<file path="src/rtl/spi_master_arbiter.sv">
// Round-robin arbiter sharing one spi_master engine among NUM_REQ requesters.
// Define SPI_ARB_TIMEOUT_EN to add a watchdog that aborts a stalled transaction in WAIT.
module spi_master_arbiter #(
    parameter int NUM_REQ        = 4,
    parameter int DATA_W         = 8,
    parameter int GAP_CYCLES     = 2,
    parameter int TIMEOUT_CYCLES = 1024
) (
    input  logic                      clk,
    input  logic                      rst,
    input  logic [NUM_REQ-1:0]        req,
    input  logic [NUM_REQ*DATA_W-1:0] req_data,
    output logic [NUM_REQ-1:0]        gnt,
    output logic [NUM_REQ-1:0]        done,
    output logic [DATA_W-1:0]         rx_data,
    output logic                      busy,
    output logic                      m_start,
    output logic [DATA_W-1:0]         m_tx_data,
    input  logic                      m_done,
    input  logic [DATA_W-1:0]         m_rx_data,
    output logic                      timeout_err,
    output logic [1:0]                dbg_state
);
    localparam int IDX_W    = $clog2(NUM_REQ);
    localparam int GAP_W    = (GAP_CYCLES > 1) ? $clog2(GAP_CYCLES) : 1;
    localparam int GAP_LAST = (GAP_CYCLES > 0) ? GAP_CYCLES - 1 : 0;

    localparam logic [1:0] ST_IDLE  = 2'd0;
    localparam logic [1:0] ST_START = 2'd1;
    localparam logic [1:0] ST_WAIT  = 2'd2;
    localparam logic [1:0] ST_GAP   = 2'd3;

    localparam logic [NUM_REQ-1:0] ONE_HOT0 = NUM_REQ'(1);

    // Handshake: req is a level held by the requester until its one-cycle done
    // pulse; the engine side is a one-cycle m_start answered by a one-cycle m_done.

    logic [1:0]        state;
    logic [IDX_W-1:0]  idx;
    logic [IDX_W-1:0]  ptr;
    logic [IDX_W-1:0]  sel_idx;
    logic [IDX_W-1:0]  cand;
    logic [IDX_W-1:0]  idx_next;
    logic              sel_found;
    logic [GAP_W-1:0]  gap_cnt;
    logic              wd_expire;
    logic              xfer_end;
    logic [DATA_W-1:0] end_data;
    logic [DATA_W-1:0] req_words [NUM_REQ];

    for (genvar g = 0; g < NUM_REQ; g++) begin : g_words
        assign req_words[g] = req_data[g*DATA_W +: DATA_W];
    end

    // First requester at or above ptr, wrapping; explicit modulo keeps non-power-of-2 counts in range.
    always_comb begin
        sel_found = 1'b0;
        sel_idx   = ptr;
        cand      = ptr;
        for (int k = 0; k < NUM_REQ; k++) begin
            cand = IDX_W'((int'(ptr) + k) % NUM_REQ);
            if (!sel_found && req[cand]) begin
                sel_found = 1'b1;
                sel_idx   = cand;
            end
        end
    end

    assign idx_next  = IDX_W'((int'(idx) + 1) % NUM_REQ);
    assign xfer_end  = (state == ST_WAIT) && (m_done || wd_expire);
    assign end_data  = m_done ? m_rx_data : '1;
    assign m_start   = (state == ST_START);
    assign gnt       = ((state == ST_START) || (state == ST_WAIT)) ? (ONE_HOT0 << idx) : '0;
    assign busy      = (state != ST_IDLE);
    assign dbg_state = state;

`ifdef SPI_ARB_TIMEOUT_EN
    localparam int WD_W = $clog2(TIMEOUT_CYCLES + 1);
    logic [WD_W-1:0] wd_cnt;

    assign wd_expire = (wd_cnt == WD_W'(TIMEOUT_CYCLES - 1));

    always_ff @(posedge clk or posedge rst) begin
        if (rst) begin
            wd_cnt      <= '0;
            timeout_err <= 1'b0;
        end else begin
            timeout_err <= 1'b0;
            if (state == ST_START) begin
                wd_cnt <= '0;
            end else if (state == ST_WAIT) begin
                wd_cnt <= wd_cnt + 1'b1;
                if (wd_expire && !m_done) begin
                    timeout_err <= 1'b1;
                end
            end
        end
    end
`else
    assign wd_expire   = 1'b0;
    assign timeout_err = 1'b0;
`endif

    always_ff @(posedge clk or posedge rst) begin
        if (rst) begin
            state     <= ST_IDLE;
            idx       <= '0;
            ptr       <= '0;
            m_tx_data <= '0;
            rx_data   <= '0;
            done      <= '0;
            gap_cnt   <= '0;
        end else begin
            done <= '0;
            case (state)
                ST_IDLE: begin
                    if (sel_found) begin
                        idx       <= sel_idx;
                        m_tx_data <= req_words[sel_idx];
                        state     <= ST_START;
                    end
                end
                ST_START: begin
                    state <= ST_WAIT;
                end
                ST_WAIT: begin
                    if (xfer_end) begin
                        rx_data <= end_data;
                        done    <= ONE_HOT0 << idx;
                        ptr     <= idx_next;
                        gap_cnt <= '0;
                        state   <= (GAP_CYCLES == 0) ? ST_IDLE : ST_GAP;
                    end
                end
                ST_GAP: begin
                    if (gap_cnt == GAP_W'(GAP_LAST)) begin
                        state <= ST_IDLE;
                    end else begin
                        gap_cnt <= gap_cnt + 1'b1;
                    end
                end
                default: begin
                    state <= ST_IDLE;
                end
            endcase
        end
    end
endmodule
</file>
<file path="config.mk">
export PLATFORM = sky130hd
export DESIGN_NAME = spi_master_arbiter
export DESIGN_NICKNAME = d
export VERILOG_FILES = /design/src/rtl/spi_master_arbiter.sv
export SDC_FILE = /design/constraint.sdc
export NUM_CORES = 1
export LEC_CHECK = 0
export BUFFER_PORTS_ARGS = -buffer_cell sky130_fd_sc_hd__buf_2
export CAP_MARGIN = 40
export CELL_PAD_IN_SITES_DETAIL_PLACEMENT = 1
export CELL_PAD_IN_SITES_GLOBAL_PLACEMENT = 1
export CORE_ASPECT_RATIO = 1.1
export CORE_MARGIN = 3
export CORE_UTILIZATION = 30
export CTS_BUF_LIST = sky130_fd_sc_hd__clkbuf_4 sky130_fd_sc_hd__clkbuf_8 sky130_fd_sc_hd__clkbuf_16
export CTS_CLUSTER_SIZE = 20
export DETAILED_ROUTE_END_ITERATION = 10
export GPL_ROUTABILITY_DRIVEN = 0
export PLACE_DENSITY_LB_ADDON = 0.1
export SYNTH_ARGS = -nofsm -noshare
export SYNTH_HDL_FRONTEND = slang
export SYNTH_SLANG_ARGS = --single-unit
</file>
<file path="constraint.sdc">
create_clock -name clk -period 1.89 [get_ports clk]
set_input_delay 0.0945 -clock clk [delete_from_list [all_inputs] [get_ports clk]]
set_output_delay 0.0945 -clock clk [all_outputs]
set_load 0.05 [all_outputs]
</file>
; Yosys cells after proc, flatten, opt, wreduce, memory -nomap -nowiden
; Cells that the tools add are included.
[totals]
input_bits = 47
elab_cells = 69
reg_bits = 27
[op_classes]
n_mux = 29
n_shift = 1
n_bitwise = 1
add_sub_neg = 5
magnitude_cmp = 5
n_eq_ne = 6
reduce_logical = 15
[op_table]
columns = op, n
row1 = 8-bit 2-to-1 mux, 3
row2 = 8-bit binary-select mux with 2-bit select, 1
row3 = 2-bit by 3-bit less-than comparator with 1-bit output (second input constant), 4
row4 = 2-bit 2-to-1 mux, 6
row5 = 4-bit 2-to-1 mux, 3
row6 = 1-bit 2-to-1 mux, 10
row7 = 1-bit binary-select mux with 2-bit select, 4
row8 = 2-bit one-hot mux with 4 select lines, 1
row9 = 2-bit != test (second input constant), 3
row10 = 2-bit AND reduction, 3
row11 = 2-bit by 1-bit adder with 2-bit output (second input constant), 2
row12 = 2-bit adder (second input constant), 2
row13 = 2-bit equality test (second input constant), 2
row14 = 1-bit logical AND, 4
row15 = 2-bit nonzero test, 2
row16 = 1-bit by 2-bit << shifter with 4-bit output (first input constant), 1
row17 = 3-bit >= comparator (second input constant), 1
row18 = 1-bit logical NOT, 3
row19 = 2-bit inverter with 3-bit output, 1
row20 = 3-bit AND reduction, 1
row21 = 2-bit by 1-bit equality test with 1-bit output (second input constant), 1
row22 = 2-bit logical NOT, 1
row23 = 1-bit one-hot mux with 2 select lines, 1
row24 = 1-bit adder (second input constant), 1
row25 = 1-bit logical OR, 1

; Logic depth before layout (Yosys ltp)
[depth]
depth_word = 16
mapped_depth = 7

; Least setup slack after synthesis
; No wires, ideal clock.
[synth_path]
path_kind = register -> register
from = reg state[0] (netlist: dbg_state[0])
to = reg m_tx_data[0]
arrival_ps = 2061
setup_slack_ps = -257
period_less_slack_ps = 2147
stages_incl_launch_ff = 8
cell_sequence = dfrtp_1 inv_1 ha_1 inv_1 nor2_1 and3_1 buf_1 a211oi_2
[synth_between]
elab_chain_cells = 2
[synth_lines]
columns = element, line_no
row1 = "start, declared", 38  ; logic [1:0] state;
row2 = "start signal, assigned", 132  ; state <= (GAP_CYCLES == 0) ? ST_IDLE : ST_GAP;
row3 = 2-bit logical NOT, 115  ; case (state)
row4 = 2-bit AND reduction (no source line), --
row5 = "end signal, assigned", 119  ; m_tx_data <= req_words[sel_idx];
row6 = "end, declared", 18  ; output logic [DATA_W-1:0] m_tx_data,
; No other way between the ends.
; A chain may end at the register's enable or synchronous reset.

; Final worst setup path
[layout_path]
from = reg ptr[0]
to = reg m_tx_data[5]
[layout_between]
elab_chain_cells = 16
elab_cells_between_ends = 29
cone_classes = add/sub (3) / mux (18) / bitwise (1) / reduce/logical (7)
[layout_lines]
columns = element, line_no
row1 = "start, declared", 40  ; logic [IDX_W-1:0] ptr;
row2 = "start signal, assigned", 130  ; ptr <= idx_next;
row3 = branches (longest 16 deep; another with 2-bit by 1-bit adder with 2-bit output), --
; Several ways; the timed one is not identified. The select of a mux whose other input is x is not followed.

==> flow_summary.yaml <==
run_status:
  status: "completed"
drt:
  wl_per_cell_um: 15.4
  via_per_inst: 5.00
  drt_iter0_markers: 22
  drc: 0
  routed_wl_mm: 4.26
  antenna_left: 0
  vias: 1379
  dr.pass1.iters: 4
worst_setup_path:
  cp_num_buf_inv: 0
  slowest_stage: "a2111o_1"
  max_stage_delay_ns: 0.42
  critPathTopFamily: "compound AO/OA/AOI/OAI gates"
  critPathKind: "reg2reg"
  cp-start-kind: "flip-flop"
  end_kind: "flip-flop"
  path_cells: "nor2b_1, a2111o_1, a211o_4, a211oi_1, a211oi_1"
  path_max_fanout: 9
  cp.required_ns: 2.04
  crit_top_cell: "a211oi_1"
  arrival_ns: 1.89
die:
  dieHeight_um: 81.2
  dieArea_um2: 6030
  rows: 26
  initial_core_util: 0.320
  coreArea_um2: 4810
  fp.dieW_um: 74.3
  ios: 76
power_and_ir_drop:
  p_clk_frac: 0.088
  pwr-share-seq: 0.266
  p_sw_frac: 0.543
  switchingPower_mw: 2.09
  intPower_mw: 1.76
  combPwrFrac: 0.646
  ir_worst_vdd_uv: 556
  powerDensity_nw_per_um2: 1860
  p_leak_nw: 1.03
synthesis:
  syn_avg_cell_area_um2: 10.8
  yosysWarnings: 0
  ys_types: 34
  async_flop_share: 1.00
  synth_seq_area_share: 0.439
  synth_edf_count: 0
  postSynthNetCount: 198
  syn_area_um2: 1540
  synth_seq_cells: 27
  ys.flop_type: "dfrtp_1"
  syn_inst: 142
timing:
  drv_slew: 0
  rsz0062_at_grt: "no"
  fin_ws_ns: 0.142
  slew_headroom: 0.487
  setup_viol: 0
  fin_crit_sh: 0.925
  finalCriticalPeriod_ns: 1.75
  fin_tns_setup_ns: 0
  fmax_mhz: 572
  final-hold-violation-count: 0
  worstMarginPinSlew_ns: 0.768
  finClkSkew_ns: 0.00206
grt:
  grt_pass1_wl_mm: 6.93
  antenna_found_initial: 0
  overflow: 0
  grt_usage: 0.147
  grt_pass1_vias: 1475
  grt_start_max_net_pins: 20
clock_network:
  cts_tree: "yes"
  path_clk_slew_ns: 0.10
  cts-root-buf: "clkbuf_8"
  cts_setup_buffers: 0
  htreeDepth: 1
  clk_latency_ns: 0.27
  numCtsBuffers: 3
  clk_path_buf_depth: 2
  numClockSinks: 27
layout:
  syn2layout_area_growth_pct: 34.8
  drive_above_1_share: 0.500
  diodes: 0
  fin_area_um2: 2080
  final_nets: 277
  utilization: 0.431
worst_hold_path:
  min_path_type: "in2reg"
placed_design:
  dp.final_hpwl_mm: 3.46
  place_ws_ns: 0.111
  numPortBuffers: 74
  post_dp_cell_area_um2: 2020
job:
  drv_cap: 0
-- final timing paths --
path                              start           end  slack [ns]  cells past startpoint
setup / recovery                 ptr[0]  m_tx_data[5]        0.14                      5
hold / removal             m_rx_data[6]    rx_data[6]        0.04                      2
setup reg to reg                 ptr[0]  m_tx_data[5]        0.14                      5
hold reg to reg              rx_data[6]    rx_data[6]        0.51                      1
max in group asynchronous           rst  m_tx_data[2]        0.77                      4
min in group asynchronous           rst    rx_data[6]        0.49                      3
-- layout make-up --
type / instances / area, um^2
Sequential cell: 27 / 681
Clock buffer: 3 / 41.3
Timing Repair Buffer: 81 / 438
Fill cell: 582 / 2740
Multi-Input combinational cell: 99 / 805
Clock inverter: 1 / 5.00
Tap cell: 56 / 70.1
Inverter: 9 / 37.5
-- cells by family after synthesis --
| logic type | synth area share |
|---|---|
| buffers and inverters | 0.0495 |
| multiplexers | 0.124 |
| AND/OR/NAND/NOR | 0.113 |
| adder cells (fa/ha/maj) | 0.0731 |
| other | 0.00243 |
| AO/OA/AOI/OAI | 0.199 |
| flip-flops | 0.439 |
-- sequential cells by signal, summed over array words and instances, names as in the netlist --
register	count
idx	2
m_tx_data	8
gap_cnt	1
ptr	2
dbg_state	2
rx_data	8
done	4
-- placed cells by master, fill, tap and decap left out, types with 2 or more instances in the layout --
| master | n |
|---|---|
| mux2i_1 | 9 |
| ha_1 | 8 |
| dfrtp_1 | 23 |
| o21ba_2 | 2 |
| clkbuf_8 | 3 |
| nor2_1 | 10 |
| buf_2 | 74 |
| o31a_1 | 8 |
| nor2b_1 | 3 |
| mux2_2 | 9 |
| nor4_1 | 2 |
| inv_1 | 6 |
| buf_4 | 5 |
| and2_1 | 4 |
| o21ai_0 | 7 |
| a211oi_2 | 3 |
| inv_2 | 2 |
| dfrtp_2 | 4 |
| a211oi_1 | 12 |
| and3_1 | 5 |
| nand2_1 | 4 |
-- cells in the mapped netlist, types with 2 or more instances --
| cell | count | area share |
|---|---|---|
| nor4_1 | 2 | 0.0081 |
| nand2_1 | 4 | 0.0097 |
| a211oi_1 | 13 | 0.063 |
| buf_4 | 2 | 0.0097 |
| o21ai_0 | 7 | 0.023 |
| dfrtp_1 | 27 | 0.44 |
| a211oi_2 | 2 | 0.016 |
| ha_1 | 9 | 0.073 |
| and2_1 | 4 | 0.016 |
| nor2b_1 | 3 | 0.012 |
| inv_1 | 9 | 0.022 |
| and3_1 | 5 | 0.020 |
| nor2_1 | 10 | 0.024 |
| mux2_2 | 9 | 0.066 |
| o31a_1 | 8 | 0.045 |
| mux2i_1 | 9 | 0.058 |
| clkbuf_1 | 2 | 0.0049 |
-- power groups by stage --
stage	sequential, mW	clock (mW)	combinational, mW
CTS	1.02	0.358	2.54
detailed placement	1.03	0	2.53
finish	1.02	0.341	2.49
global placement	1.02	0	2.47
global route	1.06	0.375	2.69
floorplan	1.73	0	1.19
-- metrics by stage --
| step | std cells | hold slack, ns | power, mW |
|---|---|---|---|
| global placement | 271 | 0.265 | 3.48 |
| floorplan | 142 | 0.147 | 2.91 |
| finish | 276 | 0.0412 | 3.86 |
| CTS | 276 | 0.0315 | 3.92 |
| detailed placement | 271 | 0.267 | 3.57 |
| global route | 276 | 0.0416 | 4.13 |
-- metal layers --
layer	up-vias	track usage	share of wire	wire length, um
li1	664	-	-	-
met1	665	0.178	0.42	1790
met4	0	0.0214	0.0049	21
met3	2	0.0260	0.062	263
met5	-	0	0	0
met2	48	0.273	0.51	2190
-- timing repair --
| action | in CTS | in global routing |
|---|---|---|
| hold endpoints to repair | 18 | 0 |
| resized for setup | 0 | 3 |
| endpoints found under the setup margin | 0 | 4 |
| hold buffers | 1 | 0 |
Power figures use the tool's default switching activity.
